==> src/rtl/slc3_pkg.sv <==
// SLC-3 control definitions shared by the ISDU: state encoding, opcodes and
// datapath mux select encodings.
package slc3_pkg;

  typedef enum logic [4:0] {
    StHalted,
    StFetch1,
    StFetch2,
    StFetch3,
    StDecode,
    StAdd,
    StAnd,
    StNot,
    StBr,
    StBrT,
    StJmp,
    StJsr,
    StJsr2,
    StLdr1,
    StLdr2,
    StLdr3,
    StStr1,
    StStr2,
    StStr3,
    StPause1,
    StPause2
  } state_t;

  // Opcodes (IR[15:12])
  localparam logic [3:0] OP_BR    = 4'b0000;
  localparam logic [3:0] OP_ADD   = 4'b0001;
  localparam logic [3:0] OP_JSR   = 4'b0100;
  localparam logic [3:0] OP_AND   = 4'b0101;
  localparam logic [3:0] OP_LDR   = 4'b0110;
  localparam logic [3:0] OP_STR   = 4'b0111;
  localparam logic [3:0] OP_NOT   = 4'b1001;
  localparam logic [3:0] OP_JMP   = 4'b1100;
  localparam logic [3:0] OP_PAUSE = 4'b1101;

  // PCMUX
  localparam logic [1:0] PC_PLUS1 = 2'b00;
  localparam logic [1:0] PC_BUS   = 2'b01;
  localparam logic [1:0] PC_ADDER = 2'b10;

  // ADDR2MUX
  localparam logic [1:0] A2_ZERO  = 2'b00;
  localparam logic [1:0] A2_OFF6  = 2'b01;
  localparam logic [1:0] A2_OFF9  = 2'b10;
  localparam logic [1:0] A2_OFF11 = 2'b11;

  // ALUK
  localparam logic [1:0] ALU_ADD   = 2'b00;
  localparam logic [1:0] ALU_AND   = 2'b01;
  localparam logic [1:0] ALU_NOT   = 2'b10;
  localparam logic [1:0] ALU_PASSA = 2'b11;

endpackage

==> src/rtl/isdu.sv <==
// SLC-3 Instruction Sequence Decode Unit: Moore control FSM that sequences
// fetch, decode and execute, including memory wait states of MEM_WAIT cycles.
// Optional feature macro: PAUSE_EN (opcode 1101 pauses with a Continue
// handshake and loads the LEDs; otherwise 1101 is a no-op).
module isdu
  import slc3_pkg::*;
#(
  parameter int unsigned MEM_WAIT = 3
) (
  input  logic       Clk,
  input  logic       Reset,
  input  logic       Run,
  input  logic       Continue,
  input  logic [3:0] Opcode,
  input  logic       IR_5,
  input  logic       BEN,
  output logic       LD_MAR,
  output logic       LD_MDR,
  output logic       LD_IR,
  output logic       LD_BEN,
  output logic       LD_CC,
  output logic       LD_REG,
  output logic       LD_PC,
  output logic       LD_LED,
  output logic       GatePC,
  output logic       GateMDR,
  output logic       GateALU,
  output logic       GateMARMUX,
  output logic [1:0] PCMUX,
  output logic [1:0] ADDR2MUX,
  output logic [1:0] ALUK,
  output logic       DRMUX,
  output logic       SR1MUX,
  output logic       SR2MUX,
  output logic       ADDR1MUX,
  output logic       MARMUX,
  output logic       Mem_OE,
  output logic       Mem_WE,
  output logic       MIO_EN
);

  // Counter value on the final cycle of a memory access
  localparam logic [2:0] WaitLast = 3'(MEM_WAIT - 1);

  state_t     state_q, state_d;
  logic [2:0] wait_q, wait_d;

  // State and wait counter registers
  always_ff @(posedge Clk or posedge Reset) begin
    if (Reset) begin
      state_q <= StHalted;
      wait_q  <= '0;
    end else begin
      state_q <= state_d;
      wait_q  <= wait_d;
    end
  end

  // Immediate/register select follows IR[5] directly in every state
  assign SR2MUX = IR_5;
  assign MIO_EN = Mem_OE;

  // Next-state and control word decode; wait_d defaults to 0 so every wait
  // state is entered with a cleared counter
  always_comb begin
    state_d    = state_q;
    wait_d     = '0;
    LD_MAR     = 1'b0;
    LD_MDR     = 1'b0;
    LD_IR      = 1'b0;
    LD_BEN     = 1'b0;
    LD_CC      = 1'b0;
    LD_REG     = 1'b0;
    LD_PC      = 1'b0;
    LD_LED     = 1'b0;
    GatePC     = 1'b0;
    GateMDR    = 1'b0;
    GateALU    = 1'b0;
    GateMARMUX = 1'b0;
    PCMUX      = PC_PLUS1;
    ADDR2MUX   = A2_ZERO;
    ALUK       = ALU_ADD;
    DRMUX      = 1'b0;
    SR1MUX     = 1'b0;
    ADDR1MUX   = 1'b0;
    MARMUX     = 1'b0;
    Mem_OE     = 1'b0;
    Mem_WE     = 1'b0;

    unique case (state_q)
      StHalted: if (Run) state_d = StFetch1;
      StFetch1: begin
        GatePC  = 1'b1;
        LD_MAR  = 1'b1;
        PCMUX   = PC_PLUS1;
        LD_PC   = 1'b1;
        state_d = StFetch2;
      end
      StFetch2, StLdr2: begin
        Mem_OE = 1'b1;
        if (wait_q == WaitLast) begin
          LD_MDR  = 1'b1;
          state_d = (state_q == StFetch2) ? StFetch3 : StLdr3;
        end else begin
          wait_d = wait_q + 3'd1;
        end
      end
      StFetch3: begin
        GateMDR = 1'b1;
        LD_IR   = 1'b1;
        state_d = StDecode;
      end
      StDecode: begin
        LD_BEN = 1'b1;
        case (Opcode)
          OP_ADD:   state_d = StAdd;
          OP_AND:   state_d = StAnd;
          OP_NOT:   state_d = StNot;
          OP_BR:    state_d = StBr;
          OP_JMP:   state_d = StJmp;
          OP_JSR:   state_d = StJsr;
          OP_LDR:   state_d = StLdr1;
          OP_STR:   state_d = StStr1;
`ifdef PAUSE_EN
          OP_PAUSE: state_d = StPause1;
`endif
          default:  state_d = StFetch1;
        endcase
      end
      StAdd, StAnd, StNot: begin
        SR1MUX  = 1'b1;
        ALUK    = (state_q == StAdd) ? ALU_ADD : (state_q == StAnd) ? ALU_AND : ALU_NOT;
        GateALU = 1'b1;
        DRMUX   = 1'b0;
        LD_REG  = 1'b1;
        LD_CC   = 1'b1;
        state_d = StFetch1;
      end
      // BEN was loaded in DECODE, so it is valid here
      StBr: state_d = BEN ? StBrT : StFetch1;
      StBrT: begin
        ADDR1MUX = 1'b0;
        ADDR2MUX = A2_OFF9;
        PCMUX    = PC_ADDER;
        LD_PC    = 1'b1;
        state_d  = StFetch1;
      end
      StJmp: begin
        SR1MUX   = 1'b1;
        ADDR1MUX = 1'b1;
        ADDR2MUX = A2_ZERO;
        PCMUX    = PC_ADDER;
        LD_PC    = 1'b1;
        state_d  = StFetch1;
      end
      StJsr: begin
        GatePC  = 1'b1;
        DRMUX   = 1'b1;
        LD_REG  = 1'b1;
        state_d = StJsr2;
      end
      StJsr2: begin
        ADDR1MUX = 1'b0;
        ADDR2MUX = A2_OFF11;
        PCMUX    = PC_ADDER;
        LD_PC    = 1'b1;
        state_d  = StFetch1;
      end
      StLdr1, StStr1: begin
        SR1MUX     = 1'b1;
        ADDR1MUX   = 1'b1;
        ADDR2MUX   = A2_OFF6;
        MARMUX     = 1'b1;
        GateMARMUX = 1'b1;
        LD_MAR     = 1'b1;
        state_d    = (state_q == StLdr1) ? StLdr2 : StStr2;
      end
      StLdr3: begin
        GateMDR = 1'b1;
        DRMUX   = 1'b0;
        LD_REG  = 1'b1;
        LD_CC   = 1'b1;
        state_d = StFetch1;
      end
      // Store data passes through the ALU from SR (IR[11:9]) into MDR
      StStr2: begin
        SR1MUX  = 1'b0;
        ALUK    = ALU_PASSA;
        GateALU = 1'b1;
        LD_MDR  = 1'b1;
        state_d = StStr3;
      end
      StStr3: begin
        Mem_WE = 1'b1;
        if (wait_q == WaitLast) begin
          state_d = StFetch1;
        end else begin
          wait_d = wait_q + 3'd1;
        end
      end
`ifdef PAUSE_EN
      // Two-phase handshake: wait for Continue high, then for its release
      StPause1: begin
        LD_LED = 1'b1;
        if (Continue) state_d = StPause2;
      end
      StPause2: if (!Continue) state_d = StFetch1;
`endif
      default: state_d = StHalted;
    endcase
  end

endmodule

==> config.mk <==
export PLATFORM = sky130hd
export DESIGN_NAME = isdu
export DESIGN_NICKNAME = d
export VERILOG_FILES = /design/src/rtl/slc3_pkg.sv /design/src/rtl/isdu.sv
export SDC_FILE = /design/constraint.sdc
export NUM_CORES = 1
export LEC_CHECK = 0
export ABC_AREA = 1
export ABC_CLOCK_PERIOD_IN_PS = 1600
export CAP_MARGIN = 20
export CORE_MARGIN = 2
export CORE_UTILIZATION = 33
export CTS_CLUSTER_DIAMETER = 150
export DETAILED_ROUTE_END_ITERATION = 7
export GPL_ROUTABILITY_DRIVEN = 0
export HOLD_SLACK_MARGIN = 0.02
export PLACE_DENSITY = 0.76
export SLEW_MARGIN = 20
export SYNTH_ARGS = -nofsm -noshare
export SYNTH_HDL_FRONTEND = slang
export SYNTH_SLANG_ARGS = --single-unit
==> constraint.sdc <==
create_clock -name Clk -period 1.6 [get_ports Clk]
set_input_delay 0.24 -clock Clk [delete_from_list [all_inputs] [get_ports Clk]]
set_output_delay 0.24 -clock Clk [all_outputs]
set_load 0.005 [all_outputs]
* Word-level counts from Yosys, hierarchy flattened
Memory sizes are Yosys's and may differ from the RTL's.
Index checks and enable logic that the tools add are counted.
** Storage, ports and cells
- Memory bits (read-only) :: 80
- Register bits after elaboration :: 8
- Memories :: 1
- Output and inout bits :: 26
** Cells by class
- Reductions and logical operators :: 17
- Multiplexer cells :: 31
- Add/subtract/negate cells :: 1
- Equality and inequality tests :: 22
** Memories
- (name not given) :: words 16, bits a word 5, rd ports 1, clocked after Yosys merged registers in 0, write ports 0, RTL line isdu.sv:115 : case (Opcode)
** Operators with widths (number)
- case mux 5 bit (11 select lines) :: 1
- equality test 5 x 4 -> 1 bit, second input constant :: 8
- equality test 5 x 3 -> 1 bit, second input constant :: 4
- 2-to-1 mux 5 bit :: 4
- 2-to-1 mux 1 bit :: 16
- equality test 5 bit, second input constant :: 3
- OR reduction 3 bit :: 5
- OR reduction 4 bit :: 3
- equality test 5 x 2 -> 1 bit, second input constant :: 2
- 2-to-1 mux 4 bit :: 2
- OR reduction 2 bit :: 4
- OR reduction 7 bit :: 1
- 2-to-1 mux 2 bit :: 3
- 2-to-1 mux 3 bit :: 2
- != test 2 bit, second input constant :: 3
- case mux 2 bit (3 select lines) :: 1
- OR reduction 6 bit :: 1
- equality test 5 x 1 -> 1 bit, second input constant :: 1
- zero test 5 bit :: 1
- OR reduction 5 bit :: 1
- case mux 2 bit (2 select lines) :: 1
- adder 3 x 1 -> 3 bit, second input constant :: 1
- equality test 3 x 2 -> 1 bit, second input constant :: 1
- AND reduction 3 bit :: 1
- case mux 1 bit (2 select lines) :: 1

* Depth between registers and ports, before layout
- Depth in word-level cells :: 4
- Mapped depth :: 9
- Depth with buffers taken out :: 9

* Least setup slack after synthesis
No wires, ideal clock.
- Path type :: register to output
- Start point :: reg state_q[2]
- End point :: out SR1MUX
- Data arrival time :: 1075 ps
- Path slack :: 285 ps
- Path buffers :: 0
- Stages on the path, launching flop included :: 6
- Cell sequence :: dfrtp_1 nor2_4 nand3_1 nand2_1 inv_2 nand3_1
** On the way
- Cells in the longest elaborated chain, start to end :: 3
- Elaborated cells on any way between the ends :: 8
- Classes of those cells :: 6 x eq/ne; 1 x mux; 1 x reduce/logical
** RTL lines
- start: declaration :: RTL line isdu.sv:45 : state_t state_q, state_d;
- start signal: assignment :: RTL line isdu.sv:51 : state_q <= StHalted;
- start signal: assignment :: RTL line isdu.sv:54 : state_q <= state_d;
- equality test 5 x 3 -> 1 bit (tied with other cells) :: RTL line isdu.sv:90 : unique case (state_q)
- OR reduction 6 bit (no source line) *
- 2-to-1 mux 1 bit * :: RTL line isdu.sv:90
- end: declaration :: RTL line isdu.sv:33 : output logic SR1MUX,
Every way passes the cells marked *; elsewhere a longest branch is shown, timed or not.

* Final worst setup path
- Start point :: reg state_q[0]
- End point :: out SR1MUX
Same word-level chain as after synthesis.

==> flow_summary.json <==
{
  "cts_tree": "built",
  "worst_slack_ps": -261,
  "die_w_um": 55.7,
  "worst_setup_path_start_kind": "register",
  "area_growth_pct": 125,
  "clockBufferDepth": 2,
  "hold_class": "in -> async",
  "grt_start_max_net_pins": 10,
  "syn_area_per_cell_um2": 6.40,
  "fp.dieH_um": 55.7,
  "synth_largest_area_cell": "dfrtp_1",
  "initial_utilization_pct": 35.3,
  "synth.distinct_cells": 26,
  "drive_above_1_share_pct": 66.7,
  "portBuffers": 30,
  "synth_ff_type": "dfrtp_1",
  "endpoint_kind": "primary output",
  "fillers": 164,
  "crit_family": "buffers and inverters",
  "synth-async-reset-ratio_pct": 100,
  "hpwl_um": 2110,
  "path_cells": "buf_6 -> nor2_4 -> buf_6 -> nand3_4 -> nand2_4 -> buf_6 -> inv_4 -> nand3_2 -> buf_2",
  "max_freq_ghz": 0.537,
  "post-route-drc-count": 0,
  "critPathSlowestCell": "dfrtp_2",
  "drt_iter0_drc": 72,
  "synth-seq-cells": 8,
  "wl_um": 4650,
  "via_per_inst": 5.25,
  "critPathBufInv": 5,
  "grt_pass1_wl_um": 6500,
  "antenna_found_initial": 0,
  "dp_slack_ps": -279,
  "synth_cells": 138,
  "core_area_um2": 2500,
  "cpPeakStageDelay_ps": 440,
  "track_usage_pct": 26.5,
  "drv_slew": 0,
  "skew_ps": 1.72,
  "rsz0062_at_grt": "true",
  "hold_buffers": 0,
  "yosysMostFrequentCell": "nand2_1",
  "clk_latency_ps": 260,
  "num_rows": 18,
  "p_per_area_nw_per_um2": 1780,
  "numCtsBuffers": 3,
  "cts-root-buf": "clkbuf_4",
  "antenna_cells": 0,
  "setup_violations": 27,
  "arrival_ps": 1620,
  "crit_type": "reg -> out",
  "cp_max_fo": 4,
  "first_pass_iters": 4,
  "vias": 1403,
  "status": "complete, but fails checks",
  "die_area_um2": 3110,
  "htree_levels": 1,
  "synth-edff-count": 0,
  "ioPinCount": 36,
  "grt-ovfl-total": 0,
  "wl_per_cell_um": 17.4,
  "finalHoldViolCount": 0,
  "cap_violations": 0,
  "synth_top_area_share_pct": 22.7,
  "vdd_drop_max_v": 0.00133,
  "synth_area_um2": 883,
  "ys_top_cells_by_area": "dfrtp_1, nand2_1, nand3_1",
  "p_total_uw": 3550,
  "p_leak_uw": 0.00107,
  "synth-warning-count": 0,
  "ys_seq_area_share_pct": 22.7,
  "grt_pass1_vias": 1478,
  "synth_commonest_cells": "nand2_1, nand3_1, inv_1, nor2_1, dfrtp_1",
  "antenna_left": 0,
  "path_clk_slew_ps": 60,
  "cts_num_sinks": 8,
  "critPathRequiredTime_ps": 1360,
  "fin_nets": 252,
  "violations": "setup timing",
  "fin_crit_ps": 1860,
  "cp_common_cell": "buf_6",
  "fin_crit_sh_pct": 116
}
[registers in the layout, summed over array words and instances, names as in the netlist]
register  cells
state_q       5
wait_q        3
[area by class of cell]
| type | instances | area (um^2) | share of cell area [%] |
|---|---|---|---|
| Inverter | 20 | 97.6 | 4.90 |
| Sequential cell | 8 | 206 | 10.4 |
| Multi-Input combinational cell | 105 | 764 | 38.4 |
| Timing Repair Buffer | 101 | 862 | 43.3 |
| Clock buffer | 3 | 22.5 | 1.13 |
| Tap cell | 30 | 37.5 | 1.89 |
[cells in the final DEF, fill, tap and decap left out, types with 3 or more instances in the layout]
cell	instances
nor2_2	4
nand2_4	4
nor2_1	6
nand2_1	28
dfrtp_1	3
nand4_1	3
buf_6	31
nand3_1	9
clkbuf_4	3
dfrtp_2	5
nor2_4	10
inv_1	8
nand3_2	5
clkdlybuf4s50_1	7
buf_2	14
inv_2	6
nand2_2	9
clkbuf_2	3
o21ai_2	3
ha_1	3
inv_4	4
buf_4	45
nand3_4	5
[report_power, final]
group	leakage, uW	internal [uW]	switching, uW
combinational	0.000957	1550	1430
sequential	0.0000996	276	125
clock	0.0000138	86.5	78.4
total	0.00107	1910	1640
[stage by stage]
stage	hold WS [ps]	util, %	TNS [ps]	instances	area (um^2)
after floorplan	55.7	-	0	139	887
after global placement	459	55.5	-3970	221	1390
after detailed placement	473	55.5	-4270	221	1390
after CTS	247	70.6	-2760	255	1760
after global routing	261	79.6	-5540	267	1990
final	226	79.6	-3950	267	1990
[kinds of logic (layout without fill, tap and decap cells)]
| family | after synthesis | count (layout) | synth area share [%] |
|---|---|---|---|
| adder cells (fa/ha/maj) | 3 | 3 | 4.25 |
| AO/OA/AOI/OAI | 11 | 11 | 7.22 |
| flip-flops | 8 | 8 | 22.7 |
| buffers and inverters | 26 | 124 | 14.2 |
| XOR/XNOR | 1 | 1 | 0.992 |
| AND/OR/NAND/NOR | 88 | 88 | 50.3 |
| other | 1 | 2 | 0.425 |
[layer usage]
layer | part of all wire [%] | GRT usage, % | routed length, um | vias up
li1 | - | - | - | 638
met1 | 34 | 26.1 | 1600 | 660
met2 | 53 | 50.3 | 2480 | 77
met3 | 6.2 | 4.19 | 289 | 28
met4 | 6.0 | 17.1 | 279 | 0
met5 | 0 | 0 | 0 | -
[worst paths after layout]
path                            slack (ps)  cells past startpoint        from    endpoint
worst max register to register        -190                     10  state_q[0]  state_q[1]
worst min-delay path                   230                      2       Reset   wait_q[1]
worst max-delay path                  -260                      9  state_q[0]      SR1MUX
min in group Clk                       480                      0        IR_5      SR2MUX
max in group asynchronous             1120                      2       Reset  state_q[0]
worst min register to register         490                      1   wait_q[0]   wait_q[0]
[timing repair]
item	in CTS	in global routing
pin swaps	19	22
cloned	0	0
setup endpoints to repair	23	29
buffers inserted	31	19
resized for setup	117	70
No activity file was read; power rests on OpenSTA's default activity.
